**config.mk**
```make
export PLATFORM = sky130hd
export DESIGN_NAME = pipe_stall_resp_flat
export DESIGN_NICKNAME = d
export VERILOG_FILES = /design/src/rtl/pipe_stall_resp_if.sv /design/src/rtl/pipe_stall_resp.sv /design/src/flat_wrapper.sv
export SDC_FILE = /design/constraint.sdc
export NUM_CORES = 1
export LEC_CHECK = 0
export CAP_MARGIN = 20
export CORE_ASPECT_RATIO = 0.7
export CORE_MARGIN = 2
export CORE_UTILIZATION = 51
export CTS_BUF_LIST = sky130_fd_sc_hd__clkbuf_8
export CTS_CLUSTER_SIZE = 14
export DETAILED_ROUTE_END_ITERATION = 7
export PLACE_DENSITY_LB_ADDON = 0.12
export SKIP_CTS_REPAIR_TIMING = 1
export SYNTH_ARGS = -nofsm -noshare
export SYNTH_HDL_FRONTEND = slang
export SYNTH_SLANG_ARGS = --single-unit
```
**constraint.sdc**
```tcl
create_clock -name clk -period 3.05 [get_ports clk]
set_clock_uncertainty 0.05 [all_clocks]
set_input_delay 0.61 -clock clk [delete_from_list [all_inputs] [get_ports clk]]
set_output_delay 0.61 -clock clk [all_outputs]
set_load 0.005 [all_outputs]
```
**src/rtl/pipe_stall_resp_if.sv**
```systemverilog
// Hazard-stall handshake between the hazard detector (master) and the pipeline front end (slave).
// Stall/redirect statistics signals exist only when STALL_STATS_EN is defined.
interface pipe_stall_resp_if;
  logic        stall;
  logic [31:0] instr_f;
  logic        redirect;
  logic [31:0] npc;
  logic [31:0] pc_f;
  logic [31:0] ir_d;
  logic [31:0] pc8_d;
  logic [31:0] ir_e;
  logic [31:0] pc8_e;
  logic        bubble_e;
  logic        stall_err;
`ifdef STALL_STATS_EN
  logic [31:0] stall_total;
  logic [31:0] redirect_total;
`endif

  modport master (
    output stall, instr_f, redirect, npc,
`ifdef STALL_STATS_EN
    input  stall_total, redirect_total,
`endif
    input  pc_f, ir_d, pc8_d, ir_e, pc8_e, bubble_e, stall_err
  );

  modport slave (
    input  stall, instr_f, redirect, npc,
`ifdef STALL_STATS_EN
    output stall_total, redirect_total,
`endif
    output pc_f, ir_d, pc8_d, ir_e, pc8_e, bubble_e, stall_err
  );
endinterface

```
**src/rtl/pipe_stall_resp.sv**
```systemverilog
// Front-end stall responder: fetch PC, F/D and D/E registers, bubble injection, runaway-stall monitor.
// Optional macro STALL_STATS_EN adds saturating stall/redirect cycle counters.
//
// state | meaning
// RUN   | no stall in progress
// STALL | stall run of 1..MAX_STALL cycles so far
// ERR   | stall run exceeded MAX_STALL; stall_err latched
module pipe_stall_resp #(
  parameter logic [31:0] PC_RESET  = 32'h0000_3000,
  parameter int          MAX_STALL = 3,
  parameter int          CNT_W     = 4
) (
  input  logic              clk,
  input  logic              reset,
  pipe_stall_resp_if.slave  bus
);

  typedef enum logic [1:0] {
    RUN   = 2'd0,
    STALL = 2'd1,
    ERR   = 2'd2
  } state_t;

  localparam logic [CNT_W-1:0] CNT_MAX_STALL = CNT_W'(MAX_STALL);
  localparam logic [CNT_W-1:0] CNT_ONE       = CNT_W'(1);

  logic [31:0]      r_pc_f;
  logic [31:0]      r_ir_d;
  logic [31:0]      r_pc8_d;
  logic [31:0]      r_ir_e;
  logic [31:0]      r_pc8_e;
  logic             r_bubble_e;
  logic             r_stall_err;
  logic [CNT_W-1:0] r_cnt;
  state_t           r_state;

  logic [31:0]      w_pc_plus4;
  logic [31:0]      w_pc_plus8;
  logic [CNT_W-1:0] w_cnt_inc;

  assign w_pc_plus4 = r_pc_f + 32'd4;
  assign w_pc_plus8 = r_pc_f + 32'd8;
  assign w_cnt_inc  = (r_cnt == {CNT_W{1'b1}}) ? r_cnt : r_cnt + CNT_ONE;

  // Stall has priority over redirect: a stalled D instruction cannot legally redirect.
  always_ff @(posedge clk) begin
    if (reset) begin
      r_pc_f     <= PC_RESET;
      r_ir_d     <= 32'h0;
      r_pc8_d    <= 32'h0;
      r_ir_e     <= 32'h0;
      r_pc8_e    <= 32'h0;
      r_bubble_e <= 1'b0;
    end else if (bus.stall) begin
      r_ir_e     <= 32'h0;
      r_pc8_e    <= 32'h0;
      r_bubble_e <= 1'b1;
    end else begin
      r_pc_f     <= bus.redirect ? bus.npc : w_pc_plus4;
      r_ir_d     <= bus.instr_f;
      r_pc8_d    <= w_pc_plus8;
      r_ir_e     <= r_ir_d;
      r_pc8_e    <= r_pc8_d;
      r_bubble_e <= 1'b0;
    end
  end

  always_ff @(posedge clk) begin
    if (reset) begin
      r_state     <= RUN;
      r_cnt       <= '0;
      r_stall_err <= 1'b0;
    end else begin
      case (r_state)
        RUN: begin
          if (bus.stall) begin
            r_state <= STALL;
            r_cnt   <= CNT_ONE;
          end
        end
        STALL: begin
          if (bus.stall) begin
            r_cnt <= w_cnt_inc;
            if (r_cnt == CNT_MAX_STALL) begin
              r_state     <= ERR;
              r_stall_err <= 1'b1;
            end
          end else begin
            r_state <= RUN;
            r_cnt   <= '0;
          end
        end
        ERR: begin
          if (bus.stall) begin
            r_cnt <= w_cnt_inc;
          end else begin
            r_state <= RUN;
            r_cnt   <= '0;
          end
        end
        default: begin
          r_state <= RUN;
          r_cnt   <= '0;
        end
      endcase
    end
  end

`ifdef STALL_STATS_EN
  logic [31:0] r_stall_total;
  logic [31:0] r_redirect_total;

  always_ff @(posedge clk) begin
    if (reset) begin
      r_stall_total    <= 32'h0;
      r_redirect_total <= 32'h0;
    end else begin
      if (bus.stall && (r_stall_total != 32'hFFFF_FFFF)) begin
        r_stall_total <= r_stall_total + 32'd1;
      end
      if (bus.redirect && !bus.stall && (r_redirect_total != 32'hFFFF_FFFF)) begin
        r_redirect_total <= r_redirect_total + 32'd1;
      end
    end
  end

  assign bus.stall_total    = r_stall_total;
  assign bus.redirect_total = r_redirect_total;
`endif

  assign bus.pc_f      = r_pc_f;
  assign bus.ir_d      = r_ir_d;
  assign bus.pc8_d     = r_pc8_d;
  assign bus.ir_e      = r_ir_e;
  assign bus.pc8_e     = r_pc8_e;
  assign bus.bubble_e  = r_bubble_e;
  assign bus.stall_err = r_stall_err;

endmodule

```
**src/flat_wrapper.sv**
```systemverilog
// flat-port wrapper written by rule: the top's interface ports become plain ports
module pipe_stall_resp_flat 
#(
  parameter logic [31:0] PC_RESET  = 32'h0000_3000,
  parameter int          MAX_STALL = 3,
  parameter int          CNT_W     = 4
)
  (clk, reset, bus_stall, bus_instr_f, bus_redirect, bus_npc, bus_pc_f, bus_ir_d, bus_pc8_d, bus_ir_e, bus_pc8_e, bus_bubble_e, bus_stall_err);
  pipe_stall_resp_if bus_i ();
  input  logic clk;
  input  logic reset;
  input wire logic [$bits(bus_i.stall)-1:0] bus_stall;
  input wire logic [$bits(bus_i.instr_f)-1:0] bus_instr_f;
  input wire logic [$bits(bus_i.redirect)-1:0] bus_redirect;
  input wire logic [$bits(bus_i.npc)-1:0] bus_npc;
  output wire logic [$bits(bus_i.pc_f)-1:0] bus_pc_f;
  output wire logic [$bits(bus_i.ir_d)-1:0] bus_ir_d;
  output wire logic [$bits(bus_i.pc8_d)-1:0] bus_pc8_d;
  output wire logic [$bits(bus_i.ir_e)-1:0] bus_ir_e;
  output wire logic [$bits(bus_i.pc8_e)-1:0] bus_pc8_e;
  output wire logic [$bits(bus_i.bubble_e)-1:0] bus_bubble_e;
  output wire logic [$bits(bus_i.stall_err)-1:0] bus_stall_err;
  assign bus_i.stall = bus_stall;
  assign bus_i.instr_f = bus_instr_f;
  assign bus_i.redirect = bus_redirect;
  assign bus_i.npc = bus_npc;
  assign bus_pc_f = bus_i.pc_f;
  assign bus_ir_d = bus_i.ir_d;
  assign bus_pc8_d = bus_i.pc8_d;
  assign bus_ir_e = bus_i.ir_e;
  assign bus_pc8_e = bus_i.pc8_e;
  assign bus_bubble_e = bus_i.bubble_e;
  assign bus_stall_err = bus_i.stall_err;
  pipe_stall_resp #(.PC_RESET(PC_RESET), .MAX_STALL(MAX_STALL), .CNT_W(CNT_W)) u_core (.clk(clk), .reset(reset), .bus(bus_i));
endmodule
```
==> results of run 1 <==
sequential cells by signal (all words and copies together), names as in the netlist:
signal,count
u_core.bus.ir_e,32
u_core.bus.pc8_e,32
u_core.bus.pc8_d,32
u_core.bus.stall_err,1
u_core.bus.bubble_e,1
u_core.bus.pc_f,32
u_core.r_cnt,4
u_core.r_state,2
u_core.bus.ir_d,32
cell families (layout without fill, tap and decap cells):
logic type,count (synthesis),in the layout,share of synthesized area
fa+ha+maj,8,8,0.0141
mux,40,40,0.0567
simple gates,286,286,0.219
xor+xnor,14,14,0.0173
buf+inv,94,299,0.0637
flops,168,168,0.475
compound gates,159,159,0.154
stage by stage:
stage | power [mW] | cell area (um^2) | util
after floorplan | 2.74 | 7090 | -
after global placement | 3.07 | 9370 | 0.702
after detailed placement | 3.09 | 9370 | 0.702
after CTS | 4.66 | 9770 | 0.732
after global routing | 4.83 | 9770 | 0.732
final | 4.63 | 9770 | 0.732
Yosys cell counts, drive strengths merged, types with 8 or more instances:
master    n  area share
and4     12       0.015
o21ai    33       0.023
ha        8       0.014
inv      23       0.012
nand2    39       0.021
o211ai    9      0.0095
or4      16       0.017
buf      32       0.025
a21oi    36       0.025
mux2i    39       0.055
nor2     81       0.043
nand4    25       0.027
nand3    21       0.015
and2     56       0.049
dfxtp   168        0.47
a22oi     8      0.0085
a31oi    10      0.0088
or3       9      0.0079
clkbuf   39       0.026
worst max-delay path: stages (launching register included):
cell	delay, ns
sky130_fd_sc_hd__dfxtp_1	0.47
sky130_fd_sc_hd__ha_1	0.40
sky130_fd_sc_hd__nand2_1	0.18
sky130_fd_sc_hd__or4_1	0.60
sky130_fd_sc_hd__or4_1	0.55
sky130_fd_sc_hd__nand3_1	0.11
layout make-up:
type                    instances  area (um^2)
multi-input cells             507         3280
clock buffers                  17          234
well taps                     185          231
clock inverters                15          168
flip-flops and latches        168         3360
fillers                       977         3580
repair buffers                244         2410
inverters                      23         86.3
power by group through the flow:
stage          combinational (mW)  sequential [mW]  clock (mW)
6_report                    0.650             2.40        1.58
5_1_grt                     0.707             2.42        1.70
4_1_cts                     0.651             2.40        1.61
3_5_place_dp                0.646             2.45           0
3_3_place_gp                0.628             2.44           0
2_1_floorplan               0.322             2.42           0
layer usage:
| metal | up-vias | GRT usage |
|---|---|---|
| met5 | - | 0 |
| met4 | 0 | 0.0836 |
| met3 | 35 | 0.0739 |
| met2 | 358 | 0.446 |
| met1 | 3140 | 0.350 |
| li1 | 3118 | - |
worst min path at each step:
stage	from	cells past startpoint	endpoint
6_report	u_core.bus.pc8_d[17]$_SDFFE_PP0N_	2	u_core.bus.pc8_e[17]$_SDFF_PP0_
5_1_grt	u_core.bus.pc8_d[17]$_SDFFE_PP0N_	2	u_core.bus.pc8_e[17]$_SDFF_PP0_
4_1_cts	u_core.bus.pc8_d[17]$_SDFFE_PP0N_	2	u_core.bus.pc8_e[17]$_SDFF_PP0_
3_5_place_dp	u_core.bus.pc8_d[12]$_SDFFE_PP0N_	2	u_core.bus.pc8_e[12]$_SDFF_PP0_
3_3_place_gp	u_core.bus.pc8_d[12]$_SDFFE_PP0N_	2	u_core.bus.pc8_e[12]$_SDFF_PP0_
2_1_floorplan	u_core.bus.pc8_d[12]$_SDFFE_PP0N_	2	u_core.bus.pc8_e[12]$_SDFF_PP0_
==> summary.txt, run 1 <==
Critical path
  • Number of cells on the worst reg-to-reg path: 5
  • Worst R2R Start: u_core.bus.pc_f[3]$_SDFFE_PP0N_
  • Kind of end point of the critical path: flop
  • End of the critical path: u_core.bus.pc_f[25]$_SDFFE_PP0N_
  • Reg-to-reg endpoint: u_core.bus.pc_f[25]$_SDFFE_PP0N_
  • Arrival time at the worst endpoint: around 2.8 ns
  • Flop2flop setup slack: 0.61 ns
  • Worst setup path category: flop to flop
  • Critical Path RT: around 3.4 ns
  • Critical path startpoint category: flop
  • Worst-path fanout max: 9
  • Crit path launch: u_core.bus.pc_f[3]$_SDFFE_PP0N_

GRT
  • Number of global-route vias before repair: 6187
  • Number of antenna violations at the first check in global routing: 0
  • Congestion Overflow GR: 0
  • Maximum number of pins on one net before global-route repair: 54
  • GRT Resource Usage Total: 0.270
  • Wire length of the first global-routing pass: approximately 32000 um

Floorplan
  • Horizontal extent of the die: 145 um
  • Area enclosed by the die boundary: around 15000 um^2
  • Initial core utilization: 0.531
  • Y dimension of the die: just over 100 um
  • Number of cell rows: 35
  • Floorplan core area: between 10000 and 15000 um^2
  • I/O pin count: 230

Drt
  • Sum of routed wire segments on met1: around 8300 um
  • Number of nets still failing antenna checks after routing: 0
  • First drt pass iteration count: 5
  • Final routed wirelength across all metal layers: a little over 20000 um
  • Highest Signal Layer: met4
  • Sum of met3 wire segment lengths after detailed routing: approximately 2100 um
  • Remaining routing DRC violations: 0
  • Number of violations reported at the end of detailed-routing iteration 0: between 600 and 700
  • Vias per Instance: 5.74
  • Wire length per cell: between 15 and 20 um
  • Vias: 6651
  • Wire length on met2: 9820 um

Yosys
  • Share of synthesized registers carrying an async set or reset: 0
  • Cell area after synthesis: ~7100 um^2
  • Count of flip-flops with a built-in enable after synthesis: 0
  • Post-synthesis sequential area ratio: 0.475
  • YS warnings: 0
  • Top flip-flop cell by instance count after synthesis: sky130_fd_sc_hd__dfxtp_1
  • Unique masters post-synth: 65
  • Syn_nets: 845
  • Post-synthesis cell count: 769
  • Synth Register Bits: 168
  • Average size of a mapped cell: between 9 and 10 um^2

Power and ir drop
  • Part of the power in registers: 0.519
  • NetSw: about 1.3 mW
  • Part of the total power dissipated in combinational logic: 0.140
  • Total power per unit cell area: 474 nW/um^2
  • Clock network fraction of design power: 0.341
  • Maximum resistive drop on vdd: about 0.34 mV
  • Internal power of the cells: 3.28 mW
  • Leakage power of the design: 3.64 nW
  • Sw frac: 0.291

CTS
  • Number of buffers added by the clock tree synthesis step: 17
  • # H-tree levels: 4
  • CTS clk-pin slew, worst paths: about 0.1 ns
  • Clk buf depth: 2
  • Clock sink count: 168
  • Clock root buffer master: sky130_fd_sc_hd__clkbuf_8
  • Insertion delay to the later sink of the worst-skew pair: between 0.4 and 0.5 ns
  • TritonCTS clock tree: yes

Status
  • Status: finished, final reports clean

Place
  • Cells after DPL: between 1000 and 1500
  • Weighted congestion reported at the end of routability-driven placement: 0.929
  • Number of buffers added on ports: 229
  • Pre-CTS setup slack: ~0.58 ns
  • HPWL after detailed placement: 14700 um

Timing
  • Minimum setup slack in the final design: a little over 0.6 ns
  • Peak clock frequency supported by timing: 410 MHz
  • Worst slew slack as a fraction of its limit: 0.438
  • Min cycle time layout: 2.44 ns
  • Final period utilization: 0.799
  • Worst hold slack across all endpoints: between 0.3 and 0.4 ns
  • Final setup violation count: 0
  • Worst slew pin tran: between 0.8 and 0.9 ns
  • Fin Setup TNS: 0 ns
  • Unrepaired setup endpoints after global routing: false
  • Pins Over Slew Limit: 0
  • Number of hold-slack violations in the final timing report: 0

Cells and area
  • Final nets: around 1000
  • Ratio of cells with drive above 1 in the final layout: 0.0667
  • Non-Filler Instances: 1159
  • Relative area change from synthesis to final layout: 37.9%
  • Antenna diode instance count: 0
  • Most frequent cells in the layout: sky130_fd_sc_hd__clkdlybuf4s50_1 (227), sky130_fd_sc_hd__dfxtp_1 (168), sky130_fd_sc_hd__nor2_1 (80), sky130_fd_sc_hd__and2_1 (56)
  • Most common cell after layout, fill and taps aside: sky130_fd_sc_hd__clkdlybuf4s50_1

Worst hold path
  • Hold/Removal Path Class: flop to flop

Job
  • Maximum capacitance violations: 0
No activity file was read; power rests on OpenSTA's default activity.
==> inputs of run 2 (changes only) <==
- CORE_UTILIZATION: 51 -> 43
- clock period: 3.05 -> 2 ns (I/O delays scaled with it)
==> summary.txt, run 2 (synthesis results as in run 1) <==
Timing
  • Worst slew slack as a fraction of its limit: 0.601 (was 0.438)
  • Final setup violation count: 0 (unchanged)
  • Worst slew pin tran: 0.598 ns (was 0.836 ns)
  • Pins Over Slew Limit: 0 (unchanged)
  • Unrepaired setup endpoints after global routing: false (unchanged)
  • Number of hold-slack violations in the final timing report: 0 (unchanged)
  • Min cycle time layout: 1.95 ns
  • Final period utilization: 0.976
  • Peak clock frequency supported by timing: between 500 and 600 MHz

GRT
  • GRT Resource Usage Total: 0.246 (was 0.270)
  • Number of antenna violations at the first check in global routing: 0 (unchanged)
  • Congestion Overflow GR: 0 (unchanged)
  • Number of global-route vias before repair: 6114 (was 6187)
  • Maximum number of pins on one net before global-route repair: 52 (was 54)
  • Wire length of the first global-routing pass: 33700 um (was 31500 um)

CTS
  • Number of buffers added by the clock tree synthesis step: 17 (unchanged)
  • Clk buf depth: 2 (unchanged)
  • Clock sink count: 168 (unchanged)
  • CTS clk-pin slew, worst paths: 0.09 ns (was 0.10 ns)
  • Insertion delay to the later sink of the worst-skew pair: 0.47 ns (was 0.45 ns)
  • TritonCTS clock tree: yes (unchanged)
  • Clock root buffer master: sky130_fd_sc_hd__clkbuf_8 (unchanged)
  • # H-tree levels: 4 (unchanged)

Cells and area
  • Fraction of the core area covered by cells at the end of the flow: 0.649 (was 0.732)
  • Post-route standard cell area excluding fillers: 10500 um^2 (was 9770 um^2)
  • Ratio of cells with drive above 1 in the final layout: 0.155 (was 0.0667)
  • Most frequent cells in the layout: sky130_fd_sc_hd__clkdlybuf4s50_1 (219), sky130_fd_sc_hd__dfxtp_1 (145), sky130_fd_sc_hd__nor2_1 (80), sky130_fd_sc_hd__buf_4 (76), sky130_fd_sc_hd__and2_1 (56) (was sky130_fd_sc_hd__clkdlybuf4s50_1 (227), sky130_fd_sc_hd__dfxtp_1 (168), sky130_fd_sc_hd__nor2_1 (80), sky130_fd_sc_hd__and2_1 (56))
  • Most common cell after layout, fill and taps aside: sky130_fd_sc_hd__clkdlybuf4s50_1 (unchanged)
  • Antenna diode instance count: 0 (unchanged)
  • Relative area change from synthesis to final layout: 48.3% (was 37.9%)
  • Final nets: 1107 (was 1037)

Critical path
  • Reg-to-reg endpoint: u_core.bus.pc8_d[23]$_SDFFE_PP0N_ (was u_core.bus.pc_f[25]$_SDFFE_PP0N_)
  • Flop2flop setup slack: 0.09 ns (was 0.61 ns)
  • Arrival time at the worst endpoint: 1.50 ns (was 2.77 ns)
  • Worst R2R Start: u_core.bus.pc_f[3]$_SDFFE_PP0N_ (unchanged)
  • Worst setup path category: flop to output pin (was flop to flop)
  • Critical Path RT: 1.55 ns (was 3.38 ns)
  • Kind of end point of the critical path: output pin (was flop)
  • Critical path startpoint category: flop (unchanged)
  • Number of cells on the worst reg-to-reg path: 6 (was 5)
  • Worst-path fanout max: 4 (was 9)

Worst hold path
  • Hold depth: 2 (unchanged)
  • Origin of the worst min-delay path: reset (was u_core.bus.pc8_d[17]$_SDFFE_PP0N_)
  • Hold/Removal Path Class: primary input to flop (was flop to flop)
  • Endpoint of the worst hold path: u_core.bus.pc8_d[16]$_SDFFE_PP0N_ (was u_core.bus.pc8_e[17]$_SDFF_PP0_)

Floorplan
  • Horizontal extent of the die: 157 um (was 145 um)
  • Y dimension of the die: 111 um (was 103 um)
  • Number of cell rows: 39 (was 35)
  • Initial core utilization: 0.437 (was 0.531)
  • I/O pin count: 230 (unchanged)
  • Floorplan core area: 16200 um^2 (was 13400 um^2)
  • Area enclosed by the die boundary: 17500 um^2 (was 14900 um^2)

Power and ir drop
  • Total power per unit cell area: 686 nW/um^2 (was 474 nW/um^2)
  • Leakage power of the design: 4.14 nW (was 3.64 nW)
  • Maximum resistive drop on vdd: 0.468 mV (was 0.342 mV)

Job
  • Maximum capacitance violations: 0 (unchanged)

Drt
  • Number of nets still failing antenna checks after routing: 0 (unchanged)
  • First drt pass iteration count: 5 (unchanged)
  • Wire length per cell: 16.9 um (was 17.8 um)
  • Remaining routing DRC violations: 0 (unchanged)
  • Vias: 6765 (was 6651)
  • Final routed wirelength across all metal layers: 21500 um (was 20600 um)
  • Number of violations reported at the end of detailed-routing iteration 0: 534 (was 659)
  • Vias per Instance: 5.33 (was 5.74)

Place
  • Number of buffers added on ports: 229 (unchanged)
  • Weighted congestion reported at the end of routability-driven placement: 0.881 (was 0.929)
  • Standard cell area after detailed placement: 10000 um^2 (was 9370 um^2)
  • HPWL after detailed placement: 15500 um (was 14700 um)

Status
  • Status: finished, final reports clean (unchanged)
run 2: cell count changes in the layout (fill, tap and decap cells not counted), sizes merged:
| cell | change |
|---|---|
| buf | +70 |
| inv | +1 |
| clkdlybuf4s50 | -8 |
| clkinv | -1 |
| dlymetal6s2s | +8 |
run 2: layer usage:
layer / up-vias / part of all wire / GRT usage
met5: - / 0.0017 / 0
met4: 2 / 0.014 / 0.0606
met3: 29 / 0.074 / 0.0564
met2: 265 / 0.43 / 0.353
met1: 3190 / 0.48 / 0.371
li1: 3279 / - / -
run 2: through the flow:
step	setup WS (ns)	power (mW)	cells	hold slack, ns	TNS (ns)
floorplan	0.0323	4.18	769	0.385	0
global placement	-0.0410	4.80	1236	0.380	-0.102
detailed placement	-0.0821	4.82	1236	0.385	-0.268
CTS	-0.132	7.27	1268	0.172	-0.746
global route	0.000817	7.55	1269	0.173	0
finish	0.0489	7.21	1269	0.190	0
run 2: area by class of cell:
type / count / area [um^2]
clock buffer: 17 / 234
clock inverter: 15 / 168
multi-input combinational: 507 / 3300
inverter: 23 / 86.3
sequential: 168 / 3410
timing repair buffer: 314 / 3030
fill: 1402 / 5690
tap: 225 / 282
run 2: critical path, stage by stage, from the launching register on:
cell and delay [ns]:
sky130_fd_sc_hd__dfxtp_2 0.39, sky130_fd_sc_hd__buf_4 0.15, sky130_fd_sc_hd__clkdlybuf4s50_1 0.50
run 2: where the power goes:
| group | total (mW) | internal, mW | switching [mW] |
|---|---|---|---|
| Sequential | 3.61 | 3.50 | 0.114 |
| Clock | 2.47 | 0.963 | 1.50 |
| Combinational | 1.13 | 0.628 | 0.507 |
run 2: how the worst max path moves through the flow:
stage	startpoint	slack [ns]	endpoint	cells past startpoint
2_1_floorplan	u_core.bus.pc_f[13]$_SDFFE_PP1N_	0.03	u_core.bus.pc8_d[27]$_SDFFE_PP0N_	6
6_report	u_core.bus.pc_f[19]$_SDFFE_PP0N_	0.05	bus_pc_f[19]	2
5_1_grt	u_core.bus.pc_f[19]$_SDFFE_PP0N_	0.0008	bus_pc_f[19]	2
3_3_place_gp	bus_redirect	-0.04	u_core.bus.pc_f[24]$_SDFFE_PP0N_	5
4_1_cts	u_core.bus.pc_f[8]$_SDFFE_PP0N_	-0.13	bus_pc_f[8]	2
3_5_place_dp	bus_redirect	-0.08	u_core.bus.pc_f[30]$_SDFFE_PP0N_	6
==> inputs of run 3 (changes only) <==
- CTS_CLUSTER_SIZE: 14 -> not set
==> results of run 3 <==
Final layout, timing and power as in run 2 (identical DEF).
